### config.mk
export PLATFORM = sky130hd
export DESIGN_NAME = spmv_kernel_scheduler
export DESIGN_NICKNAME = d
export VERILOG_FILES = /design/src/rtl/spmv_kernel_scheduler.sv
export SDC_FILE = /design/constraint.sdc
export NUM_CORES = 1
export LEC_CHECK = 0
export ABC_CLOCK_PERIOD_IN_PS = 2250
export CAP_MARGIN = 25
export CORE_AREA = 2 2 283 285
export DETAILED_ROUTE_END_ITERATION = 16
export DIE_AREA = 0 0 285 287
export SYNTH_ARGS = -nofsm -noshare
export SYNTH_HDL_FRONTEND = slang
export SYNTH_SLANG_ARGS = --single-unit
### constraint.sdc
create_clock -name aclk -period 2.25 [get_ports aclk]
set_input_delay 0.45 -clock aclk [delete_from_list [all_inputs] [get_ports aclk]]
set_output_delay 0.45 -clock aclk [all_outputs]
set_load 0.1 [all_outputs]
### src/rtl/spmv_kernel_scheduler.sv
// Launch sequencer for the SpMV kernels: start-edge detection, row/nnz snapshot,
// round-robin dispatch over one command port, completion tracking and runtime counters.
module spmv_kernel_scheduler #(
   parameter int CONF_NUM_KERNEL = 4,
   parameter int KID_W = (CONF_NUM_KERNEL > 1) ? $clog2(CONF_NUM_KERNEL) : 1
) (
   input  logic                            aclk,
   input  logic                            aresetn,
   input  logic [32*3*CONF_NUM_KERNEL-1:0] config_wire,
   output logic                            cmd_valid,
   input  logic                            cmd_ready,
   output logic [KID_W-1:0]                cmd_kid,
   output logic [31:0]                     cmd_row,
   output logic [31:0]                     cmd_nnz,
   input  logic [CONF_NUM_KERNEL-1:0]      kernel_done,
   output logic [CONF_NUM_KERNEL-1:0]      done_pulse,
   output logic [32*CONF_NUM_KERNEL-1:0]   status_wire,
   output logic [32*CONF_NUM_KERNEL-1:0]   cycles_wire
);

   localparam int N = CONF_NUM_KERNEL;

   typedef enum logic [2:0] {
      ST_IDLE = 3'd0,
      ST_PEND = 3'd1,
      ST_RUN  = 3'd2,
      ST_DONE = 3'd3,
      ST_ERR  = 3'd4
   } kstate_e;

   kstate_e          state_q [N];
   logic [31:0]      row_q [N];
   logic [31:0]      nnz_q [N];
   logic [N-1:0]     start_q;
   logic [N-1:0]     done_pulse_q;
   logic [KID_W-1:0] rr_q;
   logic             cmd_valid_q;
   logic [KID_W-1:0] cmd_kid_q;
   logic [31:0]      cmd_row_q;
   logic [31:0]      cmd_nnz_q;

   logic [N-1:0]     start_now;
   logic [N-1:0]     accept;
   logic [31:0]      cfg_row [N];
   logic [31:0]      cfg_nnz [N];
   logic             grant_vld_d;
   logic [KID_W-1:0] grant_kid_d;

   // Per-kernel config decode, status/runtime export and the saturating runtime counter.
   for (genvar g = 0; g < N; g++) begin : g_k
      logic [31:0] cyc_q;

      assign start_now[g] = config_wire[96*g];
      assign cfg_row[g]   = config_wire[96*g+32 +: 32];
      assign cfg_nnz[g]   = config_wire[96*g+64 +: 32];
      assign accept[g]    = start_now[g] & ~start_q[g] &
                            ((state_q[g] == ST_IDLE) || (state_q[g] == ST_DONE) ||
                             (state_q[g] == ST_ERR));

      assign status_wire[32*g +: 32] = {29'd0, 3'(state_q[g])};
      assign cycles_wire[32*g +: 32] = cyc_q;

      always_ff @(posedge aclk or negedge aresetn) begin
         if (!aresetn) begin
            cyc_q <= '0;
         end else if (accept[g]) begin
            cyc_q <= '0;
         end else if (((state_q[g] == ST_PEND) || (state_q[g] == ST_RUN)) &&
                      (cyc_q != 32'hFFFF_FFFF)) begin
            cyc_q <= cyc_q + 32'd1;
         end
      end
   end

   // Walk from the farthest candidate back to the nearest so the first PEND after rr_q wins.
   always_comb begin
      grant_vld_d = 1'b0;
      grant_kid_d = '0;
      for (int off = N; off >= 1; off--) begin
         if (state_q[(int'(rr_q) + off) % N] == ST_PEND) begin
            grant_vld_d = 1'b1;
            grant_kid_d = KID_W'((int'(rr_q) + off) % N);
         end
      end
   end

   always_ff @(posedge aclk or negedge aresetn) begin
      if (!aresetn) begin
         for (int i = 0; i < N; i++) begin
            state_q[i] <= ST_IDLE;
            row_q[i]   <= '0;
            nnz_q[i]   <= '0;
         end
         start_q      <= '0;
         done_pulse_q <= '0;
         rr_q         <= KID_W'(N - 1);
         cmd_valid_q  <= 1'b0;
         cmd_kid_q    <= '0;
         cmd_row_q    <= '0;
         cmd_nnz_q    <= '0;
      end else begin
         start_q      <= start_now;
         done_pulse_q <= '0;

         // Granting only while the port is idle gives the one-cycle bubble after each launch.
         if (cmd_valid_q && cmd_ready) begin
            cmd_valid_q <= 1'b0;
         end else if (!cmd_valid_q && grant_vld_d) begin
            cmd_valid_q <= 1'b1;
            cmd_kid_q   <= grant_kid_d;
            cmd_row_q   <= row_q[grant_kid_d];
            cmd_nnz_q   <= nnz_q[grant_kid_d];
            rr_q        <= grant_kid_d;
         end

         for (int i = 0; i < N; i++) begin
            case (state_q[i])
               ST_PEND: begin
                  if (cmd_valid_q && cmd_ready && (cmd_kid_q == KID_W'(i)))
                     state_q[i] <= ST_RUN;
               end
               ST_RUN: begin
                  if (kernel_done[i]) begin
                     state_q[i]      <= ST_DONE;
                     done_pulse_q[i] <= 1'b1;
                  end
               end
               default: begin
                  if (accept[i]) begin
                     row_q[i]   <= cfg_row[i];
                     nnz_q[i]   <= cfg_nnz[i];
                     state_q[i] <= ((cfg_row[i] != 32'd0) && (cfg_nnz[i] != 32'd0)) ?
                                   ST_PEND : ST_ERR;
                  end
               end
            endcase
         end
      end
   end

   assign cmd_valid  = cmd_valid_q;
   assign cmd_kid    = cmd_kid_q;
   assign cmd_row    = cmd_row_q;
   assign cmd_nnz    = cmd_nnz_q;
   assign done_pulse = done_pulse_q;

endmodule

# Word level (Yosys, flattened, before mapping)
# Cells that the tools add are included.
# totals
reg_bits	473
out_inout_bits	327
input_bits	391
# classes
n_lt_le_gt_ge	5
n_eq_ne	35
reduce_logical	66
mux	64
add_sub_neg	8
n_bitwise	26
# ops
op	count
two-way mux 32 bit	12
nonzero test 32 bit	8
adder 32 x 1 -> 32 bit (second input constant)	4
binary-select mux 32 bit (select 2 bit)	2
>= comparator 32 x 3 -> 1 bit (second input constant)	4
inequality test 32 bit (second input constant)	4
NOT 32 bit	4
two-way mux 3 bit	24
binary-select mux 3 bit (select 2 bit)	4
== test 3 x 1 -> 1 bit (second input constant)	8
== test 3 x 2 -> 1 bit (second input constant)	8
case mux 3 bit (2 select lines)	4
OR reduction 2 bit	8
logical AND 1 bit	14
two-way mux 1 bit	14
== test 3 bit (second input constant)	4
logical NOT 3 bit	4
logical OR 1 bit	12
AND reduction 3 bit	4
nonzero test 3 bit	4
AND reduction 2 bit	5
nonzero test 2 bit	5
NOT 1 bit	9
AND 1 bit	8
12 further kinds	27

# Logic depth before layout (Yosys ltp)
# Gate-level depths: netlist (run 1).
# logic_depth
depth_word	16
depth_mapped	8
mapped_depth_nobuf	6

# Worst setup path after synthesis (run 1)
# No wires, ideal clock.
# synth_timing
path_type	register to register
from	register g_k[3].cyc_q[18]
to	register g_k[3].cyc_q[5]
t_required_ns	2.146
path_stages_with_launch	7
t_arrival_ns	2.679
path_slack_ns	-0.534
cell_sequence	dfrtp_1 -> nand4_1 -> or4_1 -> o31ai_4 -> buf_6 -> o211ai_1 -> o31ai_1
# synth_via
elab_chain_cells	3
# synth_rtl
element	line	text
start: declaration	51	logic [31:0] cyc_q;
start signal: assignment	70	cyc_q <= cyc_q + 32'd1;
inequality test 32 bit	69	(cyc_q != 32'hFFFF_FFFF)) begin
logical AND 1 bit	68	end else if (((state_q[g] == ST_PEND) || (state_q[g] == ST_RUN)) &&
nonzero test 2 bit (no source line)	-	
# Every way passes these cells.
# A chain may end at the register's enable or synchronous reset.

# Worst setup path in the final report (run 1)
# layout_timing
from	register state_q (netlist bit status_wire[97])
to	register cmd_nnz_q[30] (netlist: cmd_nnz[30])
# layout_via
elab_chain_cells	12
word_cells_on_any_way	30
classes_between	4 x eq/ne; 23 x mux; 1 x bitwise; 2 x reduce/logical
# layout_rtl
element	line	text
start: declaration	31	kstate_e state_q [N];
start signal: indexed assignment	132	state_q[i] <= ((cfg_row[i] != 32'd0) && (cfg_nnz[i] != 32'd0)) ?
binary-select mux 3 bit (select 2 bit)	80	if (state_q[(int'(rr_q) + off) % N] == ST_PEND) begin
two-way mux 3 bit (implied by the code) (2 in a row)	80	
== test 3 x 1 -> 1 bit	80	
two-way mux 2 bit (4 in a row)	80	
NOT 2 -> 3 bit (implied by the code)	112	cmd_nnz_q <= nnz_q[grant_kid_d];
binary-select mux 32 bit (select 2 bit)	112	
two-way mux 32 bit (implied by the code) (2 in a row)	112	
end signal: assignment	112	
end: declaration	40	logic [31:0] cmd_nnz_q;
# Several ways; a longest one is shown, not always the timed one. The select of a mux whose other input is x is not followed.

==> qor.yml, run 1 <==
status: "finished, violations left"
violations: "setup timing"
critPathKind: "flop to flop"
synth_cell_types: 82
end_kind: "flop"
die_w_um: 285
final-hold-violation-count: 0
dp_slack_ns: -0.6399
path_cells: "or3b_4 > a211o_1 > nand3b_1 > buf_6 > buf_12 > clkbuf_16 > mux2i_4 > a221oi_2"
final_core_util: 0.4328
port_buffers: 477
synth-seq-cells: 473
syn_inst: 2538
drc: 0
gp_congestion: 0.8970
finalWirelength_mm: 87.61
critical_path_peak_fanout: 7
ys_async_sr_fraction: 1.000
clockRootBuffer: "clkbuf_16"
layout.nets: 3642
final_cell_mix: "848 x nand2_1, 461 x buf_4, 331 x dfrtp_1"
max-cap-violations: 0
die_area_um2: 81800
grt_start_max_net_pins: 66
nFillCells: 7707
p_leak_uw: 0.01525
use_met3: 0.03857
rows: 103
cts_tree: "done"
arrival_ns: 2.74
gr-usage-met2: 0.3468
setup_violations: 10
critical_path.max_stage_delay_ns: 0.47
grt_pass1_wl_mm: 129.6
crit_path_top_delay_cell: "dfrtp_4"
cts_buffers: 57
met1_usage: 0.2676
placed_cell_area_um2: 30810
post_drt_wl_per_cell_um: 20.10
yosysTopAreaCellShare: 0.5060
fin_skew_ns: 0.02968
finalCriticalPeriod_ns: 2.274
ys_seq_area_frac: 0.5082
final_common_cell: "nand2_1"
drt-initial-drc-count: 1262
drtAntennaViolNets: 0
fmax_mhz: 439.8
slew_violations: 0
antenna_found_initial: 16
finalCritPeriodShare: 1.011
setup_ws_ns: -0.02375
clkLatencyLatePin_ns: 0.61
power.density_nw_per_um2: 1532
clkTransAtPathRegs_ns: 0.07
dr.pass1.iters: 5
layout-drive-gt1-share: 0.2811
worst_pin_slew_ns: 0.7069
synth_top_cell_by_area: "dfrtp_1"
grt-ovfl-total: 0
synth_flop_cell: "dfrtp_1"
design_area_um2: 34020
cp-start-kind: "flop"
yosysWarningCount: 0
die_y_um: 287
grt_pass1_vias: 20900
grtUsageTotal: 0.2050
dp_hpwl_mm: 64.72
synth.area.top_cells: "dfrtp_1 51%, nand2_1 14%, mux2i_1 6.1%, buf_4 4.2%, a221oi_1 2.4%"
holdCritPathClass: "primary input to async pin"
relSlewSlack: 0.5287
initial_core_util: 0.2963
critPathRequiredTime_ns: 2.72
synth_area_um2: 23290
vias: 21360
grt.busiest_layer: "met2"
syn_area_per_cell_um2: 9.178
ir_drop_mv: 1.007
clkSinkCount: 473
io_pins: 718
clockBufferDepth: 3
synthToLayoutAreaGrowth_pct: 46.05
vias_per_cell: 4.901
core-area_um2: 78610
cts_htree_levels: 2
synth_edf_count: 0
rsz0062_at_grt: "true"
## cell families after synthesis
family	count (synthesis)	synth area share
AO/OA/AOI/OAI	279	0.08809
buffers and inverters	270	0.06854
XOR/XNOR	37	0.01391
other	1	0.0001610
flip-flops	473	0.5082
adder cells (fa/ha/maj)	4	0.002149
AND/OR/NAND/NOR	1329	0.2565
multiplexers	145	0.06247
## power breakdown
part | switching (uW) | total (uW) | leakage, uW | internal (uW)
logic | 17400 | 27900 | 0.00849 | 10500
clock network | 3860 | 9990 | 0.00101 | 6120
registers | 2400 | 14200 | 0.00576 | 11800
total | 23700 | 52100 | 0.0152 | 28400
## routing by layer
metal,vias up,wire length (um),share of wire
met5,-,36,0.00041
met4,6,2115,0.024
met3,125,5533,0.063
met2,711,42580,0.49
met1,10500,37340,0.43
li1,10020,-,-
## state kept, by name (all words and copies together), names as in the netlist
name and count:
start_q 4, g_k.cyc_q 128, done_pulse 4, row_q 128, cmd_kid 2, cmd_valid 1, nnz_q 128, rr_q 2
status_wire 12, cmd_row 32, cmd_nnz 32
## area by class of cell
| class | count | area [um^2] | area share |
|---|---|---|---|
| Clock inverter | 27 | 395.4 | 0.01162 |
| Antenna cell | 15 | 37.54 | 0.001103 |
| Timing Repair Buffer | 783 | 7209 | 0.2119 |
| Inverter | 21 | 78.83 | 0.002317 |
| Clock buffer | 79 | 1640 | 0.04821 |
| Sequential cell | 473 | 12160 | 0.3575 |
| Multi-Input combinational cell | 1911 | 11180 | 0.3287 |
| Tap cell | 1050 | 1314 | 0.03862 |
## stage by stage
step / TNS [ns] / power, uW / cells / hold WS, ns
2_1_floorplan: -2.538 / 30360 / 2653 / 0.1544
3_3_place_gp: -5.111 / 38150 / 4213 / 0.3459
3_5_place_dp: -7.897 / 38420 / 4213 / 0.3468
4_1_cts: -0.06657 / 50300 / 4330 / 0.2627
5_1_grt: -2.815 / 54740 / 4355 / 0.2792
6_report: -0.09498 / 52110 / 4359 / 0.3033
## critical path, delay by kind of cell, from the launching register on
| family | cells | cell delay (ns) |
|---|---|---|
| AOI/OAI and AO/OA | 2 | 0.31 |
| buffers and inverters | 3 | 0.52 |
| DFF | 1 | 0.47 |
| muxes | 1 | 0.26 |
| and+or+nand+nor | 2 | 0.56 |
## worst paths after layout
kind	startpoint	endpoint	slack (ns)	cells past startpoint
min	aresetn	nnz_q[84]	0.30	2
max reg2reg	status_wire[97]	cmd_nnz[30]	-0.02	8
min in group aclk	config_wire[288]	start_q[3]	0.31	1
max in group asynchronous	aresetn	g_k[1].cyc_q[20]	1.09	4
max	status_wire[97]	cmd_nnz[30]	-0.02	8
min reg2reg	nnz_q[108]	nnz_q[108]	0.47	2
## cell usage after synthesis (all sizes together), types with 21 or more instances
cell type and count:
a21oi 64, a221oi 64, buf 169, clkbuf 80, dfrtp 471, inv 21
mux2i 142, nand2 849, nand3 43, nand4 56, nor2 143, nor4 87
o21ai 44, o31ai 37, or3 36, or4 31, xnor2 26
## what timing repair did
item | 4_1_cts | 5_1_grt
cloned | 2 | 4
pin swaps | 8 | 31
setup endpoints to repair | 68 | 97
hold buffers | 1 | 0
setup buffers | 9 | 11
resized for setup | 50 | 102
endpoints found under the hold margin | 15 | 0
Power figures use the tool's default switching activity.
==> inputs of run 2 (changes only) <==
ABC_CLOCK_PERIOD_IN_PS = 2000   (was 2250)
CORE_AREA = 2 2 281 283   (was 2 2 283 285)
DIE_AREA = 0 0 283 285   (was 0 0 285 287)
RECOVER_POWER = 25   (was unset)
clock period = 2 ns   (was 2.25 ns; I/O delays follow)
==> qor.yml, run 2 (same netlist as run 1, synthesis figures left out) <==
max-cap-violations: 1  # was 0
final_cell_mix: "845 x nand2_1, 545 x buf_4, 330 x dfrtp_1"  # was 848 x nand2_1, 461 x buf_4, 331 x dfrtp_1
cts_tree: "done"  # unchanged
io_pins: 718  # unchanged
die_w_um: 283  # was 285 um
reg_top3: "g_k.cyc_q: 128 flops, nnz_q: 128 flops, row_q: 128 flops"  # unchanged
setup_violations: 105  # was 10
layout-drive-gt1-share: 0.3477  # was 0.2811
cts_htree_levels: 2  # unchanged
finalCriticalPeriod_ns: 2.255  # was 2.274 ns
final-hold-violation-count: 0  # unchanged
ir_drop_mv: 1.162  # was 1.007 mV
initial_core_util: 0.2988  # was 0.2963
design_area_um2: 37320  # was 34020 um^2
fin_skew_ns: 0.02693  # was 0.02968 ns
port_buffers: 477  # unchanged
clkTransAtPathRegs_ns: 0.06  # was 0.07 ns
end_kind: "flop"  # unchanged
grt_start_max_net_pins: 72  # was 66
power_uw: 62200  # was 52110 uW
rows: 103  # unchanged
grt_pass1_vias: 22560  # was 20900
vias_per_cell: 4.883  # was 4.901
clkLatencyLatePin_ns: 0.62  # was 0.61 ns
rsz0062_at_grt: "true"  # unchanged
critPathKind: "flop to flop"  # unchanged
holdCritPathClass: "primary input to flop"  # was primary input to async pin
dp_hpwl_mm: 67.77  # was 64.72 mm
die_area_um2: 80660  # was 81800 um^2
drtAntennaViolNets: 0  # unchanged
post_drt_wl_per_cell_um: 20.37  # was 20.10 um
drc: 0  # unchanged
violations: "capacitance limit, slew limit, setup timing"  # was setup timing
layout.cells.non_filler: 4554  # was 4359
critical_path_peak_fanout: 8  # was 7
gp_congestion: 0.8839  # was 0.8970
whs_ns: 0.3460  # was 0.3033 ns
p_leak_uw: 0.01666  # was 0.01525 uW
clockBufferDepth: 3  # unchanged
clkSinkCount: 473  # unchanged
finalCritPeriodShare: 1.128  # was 1.011
place_inst: 4389  # was 4213
placed_cell_area_um2: 33420  # was 30810 um^2
drt-initial-drc-count: 1458  # was 1262
setup_ws_ns: -0.2553  # was -0.02375 ns
grt_pass1_wl_mm: 140.4  # was 129.6 mm
fin_tns_setup_ns: -13.27  # was -0.09498 ns
finalWirelength_mm: 92.77  # was 87.61 mm
fmax_mhz: 443.4  # was 439.8 MHz
grt-ovfl-total: 0  # unchanged
synthToLayoutAreaGrowth_pct: 60.21  # was 46.05%
die_y_um: 285  # was 287 um
grtUsageTotal: 0.2252  # was 0.2050
power.density_nw_per_um2: 1667  # was 1532 nW/um^2
relSlewSlack: -0.06826  # was 0.5287
cp-start-kind: "flop"  # unchanged
arrival_ns: 2.73  # was 2.74 ns
final_common_cell: "nand2_1"  # unchanged
layout.nets: 3841  # was 3642
status: "finished, violations left"  # unchanged
worst_pin_slew_ns: 1.602  # was 0.7069 ns
cts_buffers: 56  # was 57
critPathRequiredTime_ns: 2.47  # was 2.72 ns
clockRootBuffer: "clkbuf_16"  # unchanged
core-area_um2: 77970  # was 78610 um^2
vias: 22240  # was 21360
dr.pass1.iters: 6  # was 5
antenna_found_initial: 19  # was 16
slew_violations: 38  # was 0
## run 2: layout make-up
type / instances / area, um^2
sequential: 473 / 12280
clock buffer: 84 / 1708
antenna: 12 / 30.03
tap: 1050 / 1314
timing repair buffer: 983 / 9776
clock inverter: 20 / 245.2
multi-input combinational: 1911 / 11890
inverter: 21 / 78.83
fill: 7211 / 40650
## run 2: routing by layer
layer | share of wire | up-vias | GRT usage | wire [um]
met3 | 0.061 | 136 | 0.04552 | 5658
met1 | 0.43 | 10960 | 0.2949 | 39820
li1 | - | 10430 | - | -
met2 | 0.49 | 701 | 0.3795 | 45060
met4 | 0.023 | 10 | 0.05904 | 2173
met5 | 0.00061 | - | 0 | 57
## run 2: critical path: stages (launching register included)
cell and delay, ns:
dfrtp_4 0.48, nor3b_4 0.17, buf_12 0.13, a2111oi_4 0.28, nand3b_1 0.20, buf_6 0.15
buf_12 0.16, buf_12 0.17, mux2i_2 0.26, a221oi_2 0.09
## run 2: path summary, 6_finish.rpt
kind / start / end / slack (ns) / cells after the start
worst min-delay path: config_wire[131] / row_q[67] / 0.35 / 3
max in group asynchronous: aresetn / g_k[0].cyc_q[23] / 0.06 / 3
worst min register to register: row_q[66] / row_q[66] / 0.47 / 2
worst max register to register: status_wire[0] / cmd_nnz[26] / -0.26 / 9
min in group asynchronous: aresetn / g_k[2].cyc_q[14] / 0.73 / 2
worst max-delay path: status_wire[0] / cmd_nnz[26] / -0.26 / 9
## run 2: metrics by stage
step | worst slack, ns | util
floorplan | -0.2811 | -
global placement | -1.130 | 0.4287
detailed placement | -1.010 | 0.4287
CTS | -0.3250 | 0.4732
global route | -0.3160 | 0.4786
finish | -0.2553 | 0.4787
## run 2: what timing repair did
item	in CTS	in global routing
resized for setup	182	113
cloned	11	0
endpoints found under the hold margin	22	0
setup buffers	46	2
pin swaps	79	37
hold buffers	1	0
endpoints found under the setup margin	264	262
## run 2: power breakdown
| part | leakage [uW] | total [uW] | internal, uW | switching (uW) |
|---|---|---|---|---|
| combinational | 0.00995 | 35200 | 14500 | 20700 |
| sequential | 0.00574 | 16200 | 13300 | 2890 |
| clock | 0.000966 | 10800 | 6520 | 4270 |
| total | 0.0167 | 62200 | 34300 | 27900 |
